$ cat src/rtl/mc_pkg.sv
// Shared types and encodings for the multicycle controller: FSM states,
// opcodes, ALU operations, immediate formats and datapath mux selects.
package mc_pkg;

  typedef enum logic [3:0] {
    S_FETCH, S_DECODE, S_MEMADR, S_MEMREAD, S_MEMWB, S_MEMWRITE, S_EXEC_R,
    S_EXEC_I, S_ALUWB, S_BRANCH, S_JAL, S_LUI, S_TRAP
  } state_t;

  // What the ALU decoder should do in the current state.
  typedef enum logic [1:0] {
    ALU_CLS_ADD, ALU_CLS_SUB, ALU_CLS_R, ALU_CLS_I
  } alu_cls_t;

  localparam logic [6:0] OP_LOAD   = 7'b0000011;
  localparam logic [6:0] OP_STORE  = 7'b0100011;
  localparam logic [6:0] OP_R      = 7'b0110011;
  localparam logic [6:0] OP_I      = 7'b0010011;
  localparam logic [6:0] OP_BRANCH = 7'b1100011;
  localparam logic [6:0] OP_JAL    = 7'b1101111;
  localparam logic [6:0] OP_LUI    = 7'b0110111;

  localparam logic [3:0] ALU_ADD  = 4'd0;
  localparam logic [3:0] ALU_SUB  = 4'd1;
  localparam logic [3:0] ALU_AND  = 4'd2;
  localparam logic [3:0] ALU_OR   = 4'd3;
  localparam logic [3:0] ALU_XOR  = 4'd4;
  localparam logic [3:0] ALU_SLT  = 4'd5;
  localparam logic [3:0] ALU_SLTU = 4'd6;
  localparam logic [3:0] ALU_SLL  = 4'd7;
  localparam logic [3:0] ALU_SRL  = 4'd8;
  localparam logic [3:0] ALU_SRA  = 4'd9;

  localparam logic [2:0] IMM_I = 3'b000;
  localparam logic [2:0] IMM_S = 3'b001;
  localparam logic [2:0] IMM_B = 3'b010;
  localparam logic [2:0] IMM_J = 3'b011;
  localparam logic [2:0] IMM_U = 3'b100;

  localparam logic [1:0] RES_ALU_OUT = 2'b00;
  localparam logic [1:0] RES_RDATA   = 2'b01;
  localparam logic [1:0] RES_ALU     = 2'b10;

  localparam logic [1:0] SRCA_PC     = 2'b00;
  localparam logic [1:0] SRCA_OLD_PC = 2'b01;
  localparam logic [1:0] SRCA_RS1    = 2'b10;
  localparam logic [1:0] SRCA_ZERO   = 2'b11;

  localparam logic [1:0] SRCB_RS2  = 2'b00;
  localparam logic [1:0] SRCB_IMM  = 2'b01;
  localparam logic [1:0] SRCB_FOUR = 2'b10;

  function automatic logic [2:0] imm_sel(input logic [6:0] op);
    case (op)
      OP_STORE:  return IMM_S;
      OP_BRANCH: return IMM_B;
      OP_JAL:    return IMM_J;
      OP_LUI:    return IMM_U;
      default:   return IMM_I;
    endcase
  endfunction

endpackage

$ cat src/rtl/mc_alu_dec.sv
// ALU operation decoder: fixed ADD/SUB for sequencing states, funct3/funct7
// decode for register and immediate arithmetic.
import mc_pkg::*;

module mc_alu_dec #(
  parameter int ALU_CTRL_W = 4
) (
  input  alu_cls_t              cls,
  input  logic [2:0]            funct3,
  input  logic                  funct7_b5,
  output logic [ALU_CTRL_W-1:0] alu_control
);

  logic [3:0] op;

  always_comb begin
    op = ALU_ADD;
    case (cls)
      ALU_CLS_SUB: op = ALU_SUB;
      ALU_CLS_R, ALU_CLS_I: begin
        case (funct3)
          3'b000:  op = (cls == ALU_CLS_R && funct7_b5) ? ALU_SUB : ALU_ADD;
          3'b001:  op = ALU_SLL;
          3'b010:  op = ALU_SLT;
          3'b011:  op = ALU_SLTU;
          3'b100:  op = ALU_XOR;
          3'b101:  op = funct7_b5 ? ALU_SRA : ALU_SRL;
          3'b110:  op = ALU_OR;
          default: op = ALU_AND;
        endcase
      end
      default: op = ALU_ADD;
    endcase
  end

  assign alu_control = ALU_CTRL_W'(op);

endmodule

$ cat src/rtl/multicycle_ctrl.sv
// Multicycle controller for an RV32I subset: fetch, decode and per-class
// memory / execute / writeback sequencing with a sticky illegal-opcode trap.
//   state      | meaning
//   FETCH      | read instruction at PC, PC+4 -> PC
//   DECODE     | compute branch/jump target into ALU_out
//   MEMADR     | compute load/store address
//   MEMREAD    | wait for load data
//   MEMWB      | write load data to rd
//   MEMWRITE   | store, held until mem_ready
//   EXEC_R/I   | register / immediate arithmetic
//   ALUWB      | write ALU_out to rd
//   BRANCH     | compare, redirect PC if taken
//   JAL / LUI  | jump target to PC / immediate through ALU
//   TRAP       | unsupported instruction, left only by reset
import mc_pkg::*;

module multicycle_ctrl #(
  parameter int MEM_WAIT   = 1,
  parameter int ALU_CTRL_W = 4
) (
  input  logic                  clk,
  input  logic                  rst_n,
  input  logic [6:0]            op_code,
  input  logic [2:0]            funct3,
  input  logic [6:0]            funct7,
  input  logic                  zero,
  input  logic                  lt,
  input  logic                  ltu,
  input  logic                  mem_ready,
  output logic                  pc_w,
  output logic                  adr_src,
  output logic                  mem_w,
  output logic                  ir_w,
  output logic                  reg_w,
  output logic [1:0]            result_src,
  output logic [1:0]            alu_src_a,
  output logic [1:0]            alu_src_b,
  output logic [2:0]            imm_src,
  output logic [ALU_CTRL_W-1:0] alu_control,
  output logic                  retire,
  output logic                  illegal
);

  if (ALU_CTRL_W < 4) begin : g_bad_alu_ctrl_w
    $error("multicycle_ctrl: ALU_CTRL_W must be at least 4");
  end

  state_t   state_q, state_d;
  alu_cls_t alu_cls;
  logic     mem_rdy, taken;
  logic     pc_w_s, ir_w_s, mem_w_s, reg_w_s, retire_s;
  logic     funct7_unused;

  assign mem_rdy       = (MEM_WAIT != 0) ? mem_ready : 1'b1;
  assign funct7_unused = &{1'b0, funct7[6], funct7[4:0]};

  always_ff @(posedge clk or negedge rst_n) begin
    if (!rst_n) state_q <= S_FETCH;
    else        state_q <= state_d;
  end

  always_comb begin
    state_d = state_q;
    case (state_q)
      S_FETCH:  if (mem_rdy) state_d = S_DECODE;
      S_DECODE: begin
        case (op_code)
          OP_LOAD, OP_STORE: state_d = S_MEMADR;
          OP_R:              state_d = S_EXEC_R;
          OP_I:              state_d = S_EXEC_I;
          OP_BRANCH:         state_d = (funct3[2:1] == 2'b01) ? S_TRAP : S_BRANCH;
          OP_JAL:            state_d = S_JAL;
          OP_LUI:            state_d = S_LUI;
          default:           state_d = S_TRAP;
        endcase
      end
      S_MEMADR:   state_d = (op_code == OP_LOAD) ? S_MEMREAD : S_MEMWRITE;
      S_MEMREAD:  if (mem_rdy) state_d = S_MEMWB;
      S_MEMWRITE: if (mem_rdy) state_d = S_FETCH;
      S_MEMWB, S_ALUWB, S_BRANCH:        state_d = S_FETCH;
      S_EXEC_R, S_EXEC_I, S_JAL, S_LUI:  state_d = S_ALUWB;
      S_TRAP:     state_d = S_TRAP;
      default:    state_d = S_FETCH;
    endcase
  end

  always_comb begin
    case (funct3)
      3'b000:  taken = zero;
      3'b001:  taken = !zero;
      3'b100:  taken = lt;
      3'b101:  taken = !lt;
      3'b110:  taken = ltu;
      3'b111:  taken = !ltu;
      default: taken = 1'b0;
    endcase
  end

  always_comb begin
    pc_w_s = 1'b0; ir_w_s = 1'b0; mem_w_s = 1'b0; reg_w_s = 1'b0; retire_s = 1'b0;
    adr_src = 1'b0; result_src = RES_ALU_OUT; alu_src_a = SRCA_PC; alu_src_b = SRCB_RS2;
    alu_cls = ALU_CLS_ADD;
    imm_src = imm_sel(op_code);
    case (state_q)
      S_FETCH: begin
        alu_src_b = SRCB_FOUR; result_src = RES_ALU;
        ir_w_s = mem_rdy; pc_w_s = mem_rdy;
      end
      S_DECODE:   begin alu_src_a = SRCA_OLD_PC; alu_src_b = SRCB_IMM; end
      S_MEMADR:   begin alu_src_a = SRCA_RS1; alu_src_b = SRCB_IMM; end
      S_MEMREAD:  adr_src = 1'b1;
      S_MEMWB:    begin result_src = RES_RDATA; reg_w_s = 1'b1; retire_s = 1'b1; end
      S_MEMWRITE: begin adr_src = 1'b1; mem_w_s = 1'b1; retire_s = mem_rdy; end
      S_EXEC_R:   begin alu_src_a = SRCA_RS1; alu_cls = ALU_CLS_R; end
      S_EXEC_I:   begin alu_src_a = SRCA_RS1; alu_src_b = SRCB_IMM; alu_cls = ALU_CLS_I; end
      S_ALUWB:    begin reg_w_s = 1'b1; retire_s = 1'b1; end
      S_BRANCH: begin
        alu_src_a = SRCA_RS1; alu_cls = ALU_CLS_SUB;
        pc_w_s = taken; retire_s = 1'b1;
      end
      S_JAL:      begin alu_src_a = SRCA_OLD_PC; alu_src_b = SRCB_FOUR; pc_w_s = 1'b1; end
      S_LUI:      begin alu_src_a = SRCA_ZERO; alu_src_b = SRCB_IMM; end
      default:    imm_src = IMM_I;
    endcase
  end

  mc_alu_dec #(.ALU_CTRL_W(ALU_CTRL_W)) u_alu_dec (
    .cls         (alu_cls),
    .funct3      (funct3),
    .funct7_b5   (funct7[5]),
    .alu_control (alu_control)
  );

  // Write enables are held low for the whole reset assertion, not just from the next edge.
  assign pc_w    = pc_w_s   & rst_n;
  assign ir_w    = ir_w_s   & rst_n;
  assign mem_w   = mem_w_s  & rst_n;
  assign reg_w   = reg_w_s  & rst_n;
  assign retire  = retire_s & rst_n;
  assign illegal = (state_q == S_TRAP);

endmodule

$ cat config.mk
export PLATFORM = sky130hd
export DESIGN_NAME = multicycle_ctrl
export DESIGN_NICKNAME = d
export VERILOG_FILES = /design/src/rtl/mc_pkg.sv /design/src/rtl/mc_alu_dec.sv /design/src/rtl/multicycle_ctrl.sv
export SDC_FILE = /design/constraint.sdc
export NUM_CORES = 1
export LEC_CHECK = 0
export BUFFER_PORTS_ARGS = -buffer_cell sky130_fd_sc_hd__buf_4
export CAP_MARGIN = 20
export CORE_ASPECT_RATIO = 0.8
export CORE_MARGIN = 5
export CORE_UTILIZATION = 47
export CTS_BUF_LIST = sky130_fd_sc_hd__clkbuf_4
export DETAILED_ROUTE_END_ITERATION = 8
export HOLD_SLACK_MARGIN = 0.15
export PLACE_DENSITY = 0.84
export SLEW_MARGIN = 40
export SYNTH_ARGS = -nofsm -noshare
export SYNTH_HDL_FRONTEND = slang
export SYNTH_SLANG_ARGS = --single-unit
export TNS_END_PERCENT = 10
$ cat constraint.sdc
create_clock -name clk -period 1.8 [get_ports clk]
set_clock_uncertainty 0.2 [all_clocks]
set_input_delay 0.36 -clock clk [delete_from_list [all_inputs] [get_ports clk]]
set_output_delay 0.36 -clock clk [all_outputs]
set_load 0.01 [all_outputs]
# ---- Word level (Yosys, flattened, before mapping)
# Cells that the tools add are included.
dict set report op_classes {
  n_eq_ne 33
  mux 24
  n_bitwise 5
  n_reduce_logical 18
}
# operator n
set ops {}
lappend ops {{4-bit one-hot mux with 7 select lines} 2}
lappend ops {{4-bit one-hot mux with 6 select lines} 1}
lappend ops {{7-bit by 6-bit == test with 1-bit output, second input constant} 3}
lappend ops {{4-bit == test, second input constant} 5}
lappend ops {{4-bit by 3-bit == test with 1-bit output, second input constant} 4}
lappend ops {{7-bit == test, second input constant} 2}
lappend ops {{3-bit == test, second input constant} 4}
lappend ops {{4-bit 2-to-1 mux} 3}
lappend ops {{2-bit one-hot mux with 3 select lines} 2}
lappend ops {{3-bit one-hot mux with 4 select lines} 1}
lappend ops {{12-bit OR reduction} 1}
lappend ops {{2-bit OR reduction} 6}
lappend ops {{4-bit OR reduction} 3}
lappend ops {{3-bit 2-to-1 mux} 3}
lappend ops {{4-bit by 2-bit == test with 1-bit output, second input constant} 2}
lappend ops {{2-bit one-hot mux with 2 select lines} 2}
lappend ops {{4-bit one-hot mux with 2 select lines} 1}
lappend ops {{7-bit by 2-bit == test with 1-bit output, second input constant} 1}
lappend ops {{7-bit by 5-bit == test with 1-bit output, second input constant} 1}
lappend ops {{3-bit by 2-bit == test with 1-bit output, second input constant} 2}
lappend ops {{1-bit 2-to-1 mux} 6}
lappend ops {{2-bit != test, second input constant} 3}
lappend ops {{1-bit one-hot mux with 6 select lines} 1}
lappend ops {{1-bit bitwise AND} 5}
lappend ops {{other kinds (12)} 16}
dict set report totals {
  register_bits 4
  word_cells 81
}

# ---- Longest topological paths before layout
dict set report logic_depth {
  depth_word 7
  mapped_depth 6
  mapped_depth_nobuf 4
}

# ---- Hierarchy
# Synthesis repeated with hierarchy kept, for this count alone.
dict set report unflattened {
  hier_cells 130
  hier_area_um2 850.8
}
# module n_inst cells_each area_per_inst_um2
set by_module_without_submodules {}
lappend by_module_without_submodules {multicycle_ctrl 1 116 764.5}
lappend by_module_without_submodules {mc_alu_dec 1 14 86.3}

# ---- Least setup slack after synthesis
# Ideal clock, no wire load.
dict set report synth_path {
  path_type {input-to-output}
  startpoint {input port funct3[2]}
  endpoint {output port pc_w}
  t_arrival_ps 1404
  required_ps 1240
  setup_slack_ps -164
  cell_stages 5
  n_path_buf 1
  cell_sequence {buf_2 > mux2i_1 > xnor2_1 > a21oi_1 > nor4b_1}
}
dict set report synth_via {
  elab_chain_len 4
  elab_cells_between_ends 9
}
# item line_no
set synth_lines {}
lappend synth_lines {{start, declared} multicycle_ctrl.sv:24} ;# input logic [2:0] funct3,
lappend synth_lines {{3-bit == test, or another cell as far along} multicycle_ctrl.sv:88} ;# case (funct3)
lappend synth_lines {{1-bit one-hot mux with 6 select lines (*)} multicycle_ctrl.sv:88}
lappend synth_lines {{1-bit one-hot mux with 3 select lines (*)} multicycle_ctrl.sv:104} ;# case (state_q)
lappend synth_lines {{1-bit bitwise AND (*)} multicycle_ctrl.sv:135} ;# assign pc_w = pc_w_s & rst_n;
lappend synth_lines {{end, declared} multicycle_ctrl.sv:30} ;# output logic pc_w,
# Every way passes the cells marked *; elsewhere a longest branch is shown, timed or not.

# ---- Worst setup path after layout
dict set report layout_path {
  startpoint {register state_q[3]}
  endpoint {output port alu_src_b[0]}
}
dict set report layout_via {
  elab_chain_len 3
  elab_cells_between_ends 9
}
# item line_no
set layout_lines {}
lappend layout_lines {{start, declared} multicycle_ctrl.sv:48} ;# state_t state_q, state_d;
lappend layout_lines {{start signal, assigned} multicycle_ctrl.sv:59} ;# else state_q <= state_d;
lappend layout_lines {{4-bit by 1-bit == test with 1-bit output, or another cell as far along} multicycle_ctrl.sv:104}
lappend layout_lines {{4-bit OR reduction (no source line) or 2-bit OR reduction (tied branches)} n/a}
lappend layout_lines {{2-bit one-hot mux with 2 select lines (*)} multicycle_ctrl.sv:104}
lappend layout_lines {{end, declared} multicycle_ctrl.sv:37} ;# output logic [1:0] alu_src_b,
# Marked as above.

==> impl_metrics.tcl <==
set metrics [dict create \
    post-route-drc-count 0 \
    rsz0062_at_grt "yes" \
    cp.depth 6 \
    top_register "state_q" \
    setup.worst_path.class "register to output port" \
    diodes 0 \
    arrival_ps 1510 \
    min-delay-start "op_code[3]" \
    maxCapViolations 0 \
    start_util_pct 50.4 \
    area_growth_pct 66.3 \
    slew_headroom_pct 80.7 \
    vias 1182 \
    syn_nets 146 \
    register_area_um2 105 \
    cp_cell_sequence "buf_4, xor2_1, nand2_1, o21ai_1, a21o_1, buf_4" \
    min_period_over_period_pct 115 \
    yosys-top-cells-area "dfrtp_1, nand2b_1, a21oi_1, nand2_1, nor2_1" \
    path_max_fanout 7 \
    ys_types 41 \
    synth-main-ff-cell "dfrtp_1" \
    cp.buffers_inverters 2 \
    max_stage_delay_ps 450 \
    hold_class "input port to register" \
    ys_ff_latch 4 \
    synth_top_area_cell "dfrtp_1" \
    crit_family "flip-flops" \
    ys_seq_area_share_pct 12.1 \
    worst-r2r-setup-slack_ps 40 \
    wl_per_cell_um 16.8 \
    crit_top_cell "buf_4" \
    ir_drop_mv 1.04 \
    r2r_end "state_q[2]" \
    routabilityCongestion 0.853 \
    ant_nets 0 \
    finalMaxSlewViolations 0 \
    cp-start-kind "register" \
    netlist_area_um2 828 \
    syn_avg_cell_area_um2 6.73 \
    clock_path_buffers 2 \
    whs_endpoint "state_q[0]" \
    clk_pin_slew_ps 40 \
    htree_levels 1 \
    end_kind "output port" \
    slowest_stage "dfrtp_2" \
    drt_iter0_drc 29 \
    nFillCells 105 \
    cts_tree "yes" \
    fin_crit_ps 2070 \
    grt_usage_pct 25.6 \
    yosys.area.top_type_share_pct 12.1 \
    port_buffers 36 \
    p_per_area_mw_per_mm2 1090 \
    grt_pass1_wl_mm 5.34 \
    die_h_um 47.6 \
    p_leak_nw 0.645 \
    wl_mm 3.36 \
    cts_made_buffers 3 \
    routed_via_density 5.91 \
    final_nets 203 \
    grt_pass1_vias 1211 \
    grt.overflow.total 0 \
    largest_register_ffs 4 \
    setup_ws_ps -266 \
    grt_max_degree 14 \
    hpwl_mm 2.28 \
    r2r_cells 4 \
    io_pins 43 \
    setup_tns_ps -3190 \
    synth-edff-count 0 \
    ys_async_sr_fraction_pct 100 \
    yosysWarnings 0 \
    setup_viol_count_final 20 \
    die_w_um 56.9 \
    status "finished with violations" \
    clock_latency_ps 240 \
    rows 13 \
    syn_inst 123 \
    cp.required_ps 1240 \
    dp_slack_ps -81.2 \
    multi_input_area_um2 728 \
    hold_depth 3 \
    reg_top3 "state_q (4)" \
    max_freq_mhz 484 \
    drt_first_pass_iters 4 \
    coreArea_mm2 0.00164 \
    final_hold_viol_count 0 \
    fp.dieArea_mm2 0.00271 \
    r2r-start "state_q[0]" \
    drive_gt1_share_pct 48.9 \
    cts_root_buffer "clkbuf_4" \
    antenna_found_initial 0 \
    tightest_slew_ps 286 \
    violations "negative setup slack" \
    clock-sinks 4 \
]
## metrics by stage
step | utilization (%) | power, mW | std cells | instance area (µm²) | hold slack (ps)
floorplan | - | 0.724 | 123 | 846 | -136
global placement | 76.2 | 1.17 | 193 | 1250 | -23.3
detailed placement | 76.2 | 1.20 | 193 | 1250 | -20.8
CTS | 81.6 | 1.40 | 200 | 1340 | 292
global route | 83.9 | 1.62 | 200 | 1380 | 311
finish | 83.9 | 1.50 | 200 | 1380 | 306
## cell usage after synthesis (3+ instances only)
master	count
a21oi_1	12
buf_2	7
clkbuf_1	3
dfrtp_1	4
inv_1	3
nand2_1	11
nand2b_1	10
nor2_1	11
nor2b_1	6
nor3_1	3
nor4_1	3
o21ai_0	7
xnor2_1	4
## worst max-delay path by stage
stage	startpoint	end
after floorplan	state_q[2]	ir_w
after global placement	funct3[2]	pc_w
after detailed placement	funct3[2]	pc_w
after CTS	state_q[3]	alu_src_b[0]
after global routing	state_q[3]	alu_src_b[0]
final	state_q[3]	alu_src_b[0]
## cell type report
cell class	instances	area share, %
multi-input combinational	105	52.9
timing repair buffer	63	35.1
sequential	4	7.63
tap	22	2.00
clock buffer	3	1.63
inverter	3	0.817
## report_power, final
group | total (mW) | switching, mW | internal (mW)
combinational | 1.17 | 0.552 | 0.615
sequential | 0.216 | 0.0904 | 0.126
clock | 0.119 | 0.0436 | 0.0750
## logic make-up after synthesis
group	Yosys count	share of synthesized area, %
multiplexers	1	1.21
buffers and inverters	14	8.31
AO/OA/AOI/OAI	31	23.1
XOR/XNOR	6	6.34
AND/OR/NAND/NOR	67	48.9
flip-flops	4	12.1
## layer usage
layer,wire length (µm),vias up,part of all wire [%],GRT usage [%]
li1,-,549,-,-
met1,1330,549,39,28.9
met2,1640,66,49,46.7
met3,268,18,8.0,5.12
met4,123,0,3.7,14.8
met5,0,-,0,0
## placed cells by master, fill, tap and decap left out, types with 3 or more instances in the layout
cell type  Yosys  routed
clkbuf_4       0       3
nand2_1       11      11
nor2_2         0       3
nor2b_1        6       4
nand2b_1      10      10
o21ai_1        1       4
buf_4          0      60
xnor2_1        4       4
inv_1          3       3
a21oi_1       12      11
o21ai_0        7       4
nor2_1        11       7
dfrtp_2        0       4
## worst min-delay path, delay by kind of cell
kind / cells / cell delay (ps)
AO/OA/AOI/OAI: 1 / 160
buffers and inverters: 1 / 120
AND/OR/NAND/NOR: 1 / 60
## what timing repair did
item / in CTS / in global routing
hold buffers: 1 / 0
setup buffers: 3 / 0
gates resized for setup: 15 / 10
endpoints found under the setup margin: 21 / 21
hold endpoints to repair: 4 / 0
pin swaps: 1 / 3
No activity file was read; power rests on OpenSTA's default activity.
